File: src/rtl/vco_table_ctrl_pkg.sv
// rtl/vco_table_ctrl_pkg.sv - state encoding and default widths shared by vco_table_ctrl and vco
package vco_table_ctrl_pkg;

  localparam int VCO_BIT_WIDTH_DEF          = 16;
  localparam int SIN_COS_ADDR_BIT_WIDTH_DEF = 11;
  localparam int IQ_BIT_WIDTH_DEF           = 8;

  typedef logic [1:0] state_t;

  localparam state_t ST_EMPTY = 2'd0;
  localparam state_t ST_LOAD  = 2'd1;
  localparam state_t ST_RUN   = 2'd2;
  localparam state_t ST_DRAIN = 2'd3;

  // States in which the voltage stream flows and a complete table is resident
  function automatic logic is_stream_state(input state_t s);
    return (s == ST_RUN) || (s == ST_DRAIN);
  endfunction

endpackage

File: src/rtl/vco_table_ctrl.sv
// rtl/vco_table_ctrl.sv - loads the vco cos/sin tables from a stream and gates the voltage stream
// until a full table is resident; reloads start only on packet boundaries.
module vco_table_ctrl
  import vco_table_ctrl_pkg::*;
#(
  parameter int VCO_BIT_WIDTH          = VCO_BIT_WIDTH_DEF,
  parameter int SIN_COS_ADDR_BIT_WIDTH = SIN_COS_ADDR_BIT_WIDTH_DEF,
  parameter int IQ_BIT_WIDTH           = IQ_BIT_WIDTH_DEF
) (
  input  logic                              clk,
  input  logic                              rst,
  input  logic                              load_start,
  input  logic signed [IQ_BIT_WIDTH-1:0]    tbl_cos,
  input  logic signed [IQ_BIT_WIDTH-1:0]    tbl_sin,
  input  logic                              tbl_valid,
  output logic                              tbl_ready,
  output logic [SIN_COS_ADDR_BIT_WIDTH-1:0] cos_table_write_address,
  output logic [SIN_COS_ADDR_BIT_WIDTH-1:0] sin_table_write_address,
  output logic signed [IQ_BIT_WIDTH-1:0]    cos_table_write_data,
  output logic signed [IQ_BIT_WIDTH-1:0]    sin_table_write_data,
  input  logic [VCO_BIT_WIDTH-1:0]          in_voltage,
  input  logic                              in_valid,
  input  logic                              in_valid_last,
  output logic                              in_ready,
  output logic [VCO_BIT_WIDTH-1:0]          voltage_signal,
  output logic                              voltage_signal_valid,
  output logic                              voltage_signal_valid_last,
  output logic                              table_loaded,
  output logic                              load_done
);

  localparam logic [SIN_COS_ADDR_BIT_WIDTH-1:0] LAST_ADDR = '1;

  state_t                              state;
  state_t                              state_nxt;
  logic [SIN_COS_ADDR_BIT_WIDTH-1:0]   cnt;
  logic [SIN_COS_ADDR_BIT_WIDTH-1:0]   wr_addr;
  logic                                pkt_active;

  logic tbl_acc;
  logic in_acc;
  logic final_beat;
  logic enter_load;
  logic tbl_ready_nxt;
  logic in_ready_nxt;
  logic table_loaded_nxt;
  logic load_done_nxt;

  assign tbl_acc    = tbl_valid & tbl_ready;
  assign in_acc     = in_valid & in_ready;
  assign final_beat = tbl_acc & (cnt == LAST_ADDR);
  assign enter_load = (state_nxt == ST_LOAD) && (state != ST_LOAD);

  always_ff @(posedge clk or posedge rst) begin
    if (rst) begin
      state <= ST_EMPTY;
    end else begin
      state <= state_nxt;
    end
  end

  always_comb begin
    state_nxt = state;
    case (state)
      ST_EMPTY: begin
        if (load_start) state_nxt = ST_LOAD;
      end
      ST_LOAD: begin
        if (final_beat) state_nxt = ST_RUN;
      end
      ST_RUN: begin
        // A reload may only begin between packets; otherwise finish the open packet first
        if (load_start) begin
          if (in_acc && in_valid_last)       state_nxt = ST_LOAD;
          else if (!pkt_active && !in_acc)   state_nxt = ST_LOAD;
          else                               state_nxt = ST_DRAIN;
        end
      end
      ST_DRAIN: begin
        if (in_acc && in_valid_last) state_nxt = ST_LOAD;
      end
      default: state_nxt = ST_EMPTY;
    endcase
  end

  // Ready flags are registered copies of the next-state decode, so they track state exactly
  always_comb begin
    tbl_ready_nxt    = (state_nxt == ST_LOAD);
    in_ready_nxt     = is_stream_state(state_nxt);
    table_loaded_nxt = is_stream_state(state_nxt);
    load_done_nxt    = (state == ST_LOAD) && final_beat;
  end

  always_ff @(posedge clk or posedge rst) begin
    if (rst) begin
      tbl_ready    <= 1'b0;
      in_ready     <= 1'b0;
      table_loaded <= 1'b0;
      load_done    <= 1'b0;
    end else begin
      tbl_ready    <= tbl_ready_nxt;
      in_ready     <= in_ready_nxt;
      table_loaded <= table_loaded_nxt;
      load_done    <= load_done_nxt;
    end
  end

  always_ff @(posedge clk or posedge rst) begin
    if (rst) begin
      cnt <= '0;
    end else if (enter_load) begin
      cnt <= '0;
    end else if (tbl_acc) begin
      cnt <= cnt + 1'b1;
    end
  end

  // vco write enable is tied high: address and data only ever move together
  always_ff @(posedge clk or posedge rst) begin
    if (rst) begin
      wr_addr              <= '0;
      cos_table_write_data <= '0;
      sin_table_write_data <= '0;
    end else if (tbl_acc) begin
      wr_addr              <= cnt;
      cos_table_write_data <= tbl_cos;
      sin_table_write_data <= tbl_sin;
    end
  end

  assign cos_table_write_address = wr_addr;
  assign sin_table_write_address = wr_addr;

  always_ff @(posedge clk or posedge rst) begin
    if (rst) begin
      voltage_signal            <= '0;
      voltage_signal_valid      <= 1'b0;
      voltage_signal_valid_last <= 1'b0;
      pkt_active                <= 1'b0;
    end else begin
      if (in_acc) begin
        voltage_signal <= in_voltage;
        pkt_active     <= ~in_valid_last;
      end
      voltage_signal_valid      <= in_acc;
      voltage_signal_valid_last <= in_acc & in_valid_last;
    end
  end

endmodule
File: config.mk
export PLATFORM = sky130hd
export DESIGN_NAME = vco_table_ctrl
export DESIGN_NICKNAME = d
export VERILOG_FILES = /design/src/rtl/vco_table_ctrl_pkg.sv /design/src/rtl/vco_table_ctrl.sv
export SDC_FILE = /design/constraint.sdc
export NUM_CORES = 1
export LEC_CHECK = 0
export CORE_MARGIN = 2
export CORE_UTILIZATION = 45
export CTS_BUF_LIST = sky130_fd_sc_hd__clkbuf_2 sky130_fd_sc_hd__clkbuf_4 sky130_fd_sc_hd__clkbuf_8
export DETAILED_ROUTE_END_ITERATION = 10
export PLACE_DENSITY_LB_ADDON = 0.25
export SLEW_MARGIN = 20
export SYNTH_ARGS = -nofsm -noshare
export SYNTH_HDL_FRONTEND = slang
export SYNTH_SLANG_ARGS = --single-unit
export TNS_END_PERCENT = 50
File: constraint.sdc
create_clock -name clk -period 2.8 [get_ports clk]
set_input_delay 0.7 -clock clk [delete_from_list [all_inputs] [get_ports clk]]
set_output_delay 0.7 -clock clk [all_outputs]
set_load 0.005 [all_outputs]
==> flow_summary.ini, run 1 <==
[cells_and_area]
n_fill_cell = 408
fin_cells = 357
drive_above_1_share_pct = 23.2
regArea_um2 = 1530
nets = 319
diodes = 0
multi_input_area_um2 = 837
area_delta_synth_final_pct = 47.5

[timing]
finalCritPeriodShare_pct = 76.1
slew_violations = 0
worst_pin_slew_ps = 527
setup_viol = 0
fmax_mhz = 469
slew_headroom_pct = 64.8
fin_skew_ps = 5.96
hold_viol = 0
setup_slack_ps = 669
setup_tns_ps = 0
rsz0062_at_grt = false
fin_crit_ps = 2130

[power]
p_int_mw = 1.77
power_frac_comb_pct = 20.5
ir_drop_v = 0.000343
leakage_nw = 1.61
total_power_mw = 2.35
powerDensity_nw_per_um2 = 639
p_sw_mw = 0.580
p_sw_share_pct = 24.6
power_frac_clock_pct = 33.2
pwr-share-seq_pct = 46.3

[synthesis]
yosysTopAreaCellShare_pct = 61.2
ys_ff_latch = 61
synth_ff_type = dfrtp_1
synthDistinctLibCells = 26
yosysWarnings = 0
syn_nets = 225
synth.area.top_cells = dfrtp_1 61%, mux2_2 18%, buf_4 3.6%
syn_avg_cell_area_um2 = 13.4
synth_edf_count = 0
ys_async_sr_fraction_pct = 100
synth_area_um2 = 2500
synth_area_leader_cell = dfrtp_1
ys_seq_area_share_pct = 61.2
netlist_instances = 186

[routing]
routedWlPerCell_um = 13.8
first_pass_iters = 4
route.vias.total = 1712
postRouteAntennaNets = 0
drtIter0Drc = 57
drc = 0
drt-total-wl_um = 4940
vias_per_cell = 4.80

[clock_network]
cts_resized = 0
clk_latency_ps = 330
cts-root-buf = clkbuf_8
cts_setup_buffers = 0
clkTransAtPathRegs_ps = 60
cts_tree = done
cts_buffer_depth = 2
numCtsBuffers = 9
htreeDepth = 3
cts.sinks = 61
holdBufCountCts = 0

[placed_design]
hpwl_um = 3520
placed_cells = 341
dp_slack_ps = 387
gp_congestion = 0.753
port_buffers = 97

[setup_path]
crit_required_ps = 2100
cp_max_fo = 8
cp.arrival_ps = 1430
setup.worst_path.start = state[1]$_DFF_PP0_
worst_setup_path_end_kind = output pin
max_stage_delay_ps = 590
crit_buf_inv = 1
startpoint_type = flop
cp-endpoint = table_loaded
crit_family = buffers and inverters
r2r-end = tbl_ready$_DFF_PP0_
worst_path_max_delay_cell = clkdlybuf4s50_1
rr_worst_depth = 5
critPathKind = reg -> out
crit_cells = 1
timing.rr.start = cnt[0]$_DFFE_PP0P_
r2r_slack_ps = 1040
crit_chain = clkdlybuf4s50_1

[global_routing]
track_usage_pct = 17.9
grt_first_pass_wirelength_um = 8430
antenna_found_initial = 0
grt_pass1_vias = 1756
grt-ovfl-total = 0
grt_max_degree = 62

[job]
drv_cap = 0

[min_path]
hp-class = reg -> reg
min_path_cells = 2

[floorplan]
die_x_um = 78.5
die_area_um2 = 6160
initial_core_util_pct = 45.9
die_h_um = 78.5
core_area_um2 = 5440
row_count = 27
io_pins = 98

[outcome]
outcome = complete, no violations
how the worst min path moves through the flow:
stage                     slack, ps                             to                     startpoint
after floorplan                 460         pkt_active$_DFFE_PP0N_         pkt_active$_DFFE_PP0N_
after global placement          480         pkt_active$_DFFE_PP0N_         pkt_active$_DFFE_PP0N_
after detailed placement        490         pkt_active$_DFFE_PP0N_         pkt_active$_DFFE_PP0N_
after CTS                       500         pkt_active$_DFFE_PP0N_         pkt_active$_DFFE_PP0N_
after global routing            520  voltage_signal[3]$_DFFE_PP0N_  voltage_signal[3]$_DFFE_PP0N_
final                           490         pkt_active$_DFFE_PP0N_         pkt_active$_DFFE_PP0N_
layout make-up:
class,count,area share (%)
clock buffer,12,4.15
tap,72,2.45
timing repair buffer,101,27.5
multi-input combinational,103,22.7
sequential,61,41.5
inverter,4,0.408
clock inverter,4,1.29
power groups by stage:
stage / Clock (mW) / Combinational [mW] / Sequential (mW)
global route: 0.840 / 0.529 / 1.11
detailed placement: 0 / 0.489 / 1.11
finish: 0.782 / 0.482 / 1.09
CTS: 0.801 / 0.491 / 1.09
floorplan: 0 / 0.237 / 1.10
global placement: 0 / 0.482 / 1.10
flip-flops by register name, indices dropped and copies added, names as in the netlist, 2 cells and up:
signal	cells
sin_table_write_data	8
voltage_signal	16
state	2
cos_table_write_address	11
cnt	11
cos_table_write_data	8
layout by cell type, fill, tap and decap left out, drive strengths merged, types with 2 or more instances in the layout:
master         count
nand3              3
buf                4
xor2               3
o21ai              6
clkdlybuf4s50     97
dfrtp             61
nor3               5
mux2              41
clkinv             2
clkbuf            12
nor2              14
inv                4
nand2             11
nand4              3
xnor2              7
per-stage QoR:
stage               area, um2  utilization (%)  hold WS (ps)
CTS                      3680             67.7           501
finish                   3680             67.7           493
detailed placement       3480             64.0           487
global placement         3480             64.0           482
floorplan                2500                -           462
global route             3680             67.7           519
cell families (layout without fill, tap and decap cells):
kind of cell | count (synthesis) | in the layout | share of synthesized area, %
compound gates | 10 | 10 | 2.41
xor+xnor | 10 | 10 | 3.51
fa+ha+maj | 1 | 1 | 0.501
buf+inv | 22 | 121 | 5.31
flops | 61 | 61 | 61.2
mux | 41 | 41 | 18.5
simple gates | 41 | 41 | 8.62
per-layer routing:
layer	global-route usage [%]	wire length, um
met2	27.7	2340
met1	22.0	2110
met5	0	0
met4	9.47	109
met3	6.44	373
worst reg2reg max path, stage by stage, from the launching register on:
cell	delay, ps
dfrtp_1	420
ha_1	190
nand3_2	130
or4_4	580
nor3_4	240
a311oi_1	70
cell usage after synthesis (all sizes together), types with 3 or more instances:
library cell	n
nor2	14
o21ai	6
buf	16
nor3	5
dfrtp	61
xnor2	7
inv	4
nand2	11
mux2	41
nand3	3
xor2	3
nand4	3
Note: power is estimated with default switching activity, not from simulation.
==> inputs of run 2 (changes only) <==
--- a/config.mk
+++ b/config.mk
@@ -6,7 +6,7 @@
 export NUM_CORES = 1
 export LEC_CHECK = 0
 export CORE_MARGIN = 2
-export CORE_UTILIZATION = 45
+export CORE_UTILIZATION = 40
 export CTS_BUF_LIST = sky130_fd_sc_hd__clkbuf_2 sky130_fd_sc_hd__clkbuf_4 sky130_fd_sc_hd__clkbuf_8
 export DETAILED_ROUTE_END_ITERATION = 10
 export PLACE_DENSITY_LB_ADDON = 0.25
==> constraint.sdc (replaced) <==
create_clock -name clk -period 1.81 [get_ports clk]
set_input_delay 0.4525 -clock clk [delete_from_list [all_inputs] [get_ports clk]]
set_output_delay 0.4525 -clock clk [all_outputs]
set_load 0.005 [all_outputs]
==> flow_summary.ini, run 2 (synthesized netlist as in run 1, its figures left out) <==
[global_routing]
grt_max_degree = 46
grt_pass1_vias = 1906
grt-ovfl-total = 0
grt_first_pass_wirelength_um = 8870
track_usage_pct = 16.1
antenna_found_initial = 0

[floorplan]
die_area_um2 = 6890
io_pins = 98
die_h_um = 83.0
initial_core_util_pct = 41.7
core_area_um2 = 5990
row_count = 28
die_x_um = 83.0

[cells_and_area]
multi_input_area_um2 = 837
nets = 333
final_cell_mix = 97 x clkdlybuf4s50_1, 60 x dfrtp_1, 41 x mux2_2
fin_cells = 373
largest_reg_flops = 16
drive_above_1_share_pct = 26.8
final_area_um2 = 3790
n_fill_cell = 484
regArea_um2 = 1530
diodes = 0
top_register = voltage_signal
final_common_cell = clkdlybuf4s50_1
fin_util_pct = 63.3
area_delta_synth_final_pct = 51.9

[placed_design]
dpl-instance-area_um2 = 3610
hpwl_um = 3820
placed_cells = 357
port_buffers = 97
gp_congestion = 0.762

[setup_path]
crit_buf_inv = 1
startpoint_type = flop
crit_family = buffers and inverters
max_stage_delay_ps = 540
worst_setup_path_end_kind = output pin
worst_path_max_delay_cell = clkdlybuf4s50_1
crit_required_ps = 1360
cp_max_fo = 5
crit_chain = clkdlybuf4s50_1
critPathKind = reg -> out
cp.arrival_ps = 1290

[timing]
fin_skew_ps = 6.81
fin_crit_ps = 1740
fmax_mhz = 575
worst_pin_slew_ps = 249
rsz0062_at_grt = false
finalCritPeriodShare_pct = 96.0
setup_viol = 0
slew_headroom_pct = 83.4
slew_violations = 0
hold_viol = 0

[clock_network]
clkTransAtPathRegs_ps = 60
cts_tree = done
htreeDepth = 3
cts-root-buf = clkbuf_8
clk_latency_ps = 320
cts_buffer_depth = 2
numCtsBuffers = 9
cts.sinks = 61

[power]
ir_drop_v = 0.000768
p_int_mw = 2.67
p_sw_mw = 0.885
leakage_nw = 1.67
powerDensity_nw_per_um2 = 937
power_frac_clock_pct = 29.4
power_frac_comb_pct = 23.6
p_sw_share_pct = 24.9
pwr-share-seq_pct = 47.0

[routing]
route.vias.total = 1777
routedWlPerCell_um = 13.7
drtIter0Drc = 61
drc = 0
vias_per_cell = 4.76
drt-total-wl_um = 5120
postRouteAntennaNets = 0
first_pass_iters = 4

[min_path]
hp-class = reg -> reg

[job]
drv_cap = 0

[outcome]
outcome = complete, no violations
## run 2: repair_timing
action / 4_1_cts / 5_1_grt
setup buffers: 0 / 1
cloned: 0 / 0
endpoints found under the setup margin: 2 / 1
gates resized for setup: 1 / 0
hold buffers: 0 / 0
pin swaps: 0 / 0
endpoints found under the hold margin: 0 / 0
## run 2: power groups by stage
stage / Sequential (mW) / Combinational (mW) / Clock [mW]
6_report: 1.67 / 0.838 / 1.04
5_1_grt: 1.70 / 0.916 / 1.15
4_1_cts: 1.67 / 0.856 / 1.08
3_5_place_dp: 1.70 / 0.852 / 0
3_3_place_gp: 1.69 / 0.834 / 0
2_1_floorplan: 1.70 / 0.367 / 0
## run 2: final cells by class
| cell class | instances | area share, % |
|---|---|---|
| timing repair buffer | 115 | 30.2 |
| clock inverter | 2 | 0.264 |
| tap | 75 | 2.48 |
| inverter | 4 | 0.495 |
| sequential | 61 | 40.3 |
| multi-input combinational | 103 | 22.1 |
| clock buffer | 13 | 4.22 |
## run 2: per-stage QoR
step	hold WS [ps]	TNS (ps)	setup slack, ps	total power [mW]
after detailed placement	492	-2130	-233	2.55
final	502	0	72.0	3.55
after global routing	514	0	4.78	3.77
after CTS	506	0	41.4	3.62
after floorplan	462	0	186	2.06
after global placement	481	-2360	-232	2.52
## run 2: path summary, 6_finish.rpt
kind,endpoint,depth (start not counted),slack (ps),startpoint
worst max-delay path,tbl_ready,1,70,tbl_ready$_DFF_PP0_
worst min-delay path,pkt_active$_DFFE_PP0N_,2,500,pkt_active$_DFFE_PP0N_
worst max register to register,state[0]$_DFF_PP0_,5,230,cnt[0]$_DFFE_PP0P_
worst min register to register,pkt_active$_DFFE_PP0N_,2,500,pkt_active$_DFFE_PP0N_
max in group asynchronous,state[1]$_DFF_PP0_,3,1030,rst
min in group asynchronous,sin_table_write_data[5]$_DFFE_PP0P_,3,540,rst
## run 2: metal layers
layer,vias up,GRT usage (%),wire [um]
met4,0,7.15,93
met1,866,18.9,2130
met5,-,0,0
met3,10,6.46,424
met2,62,26.1,2470
li1,839,-,-
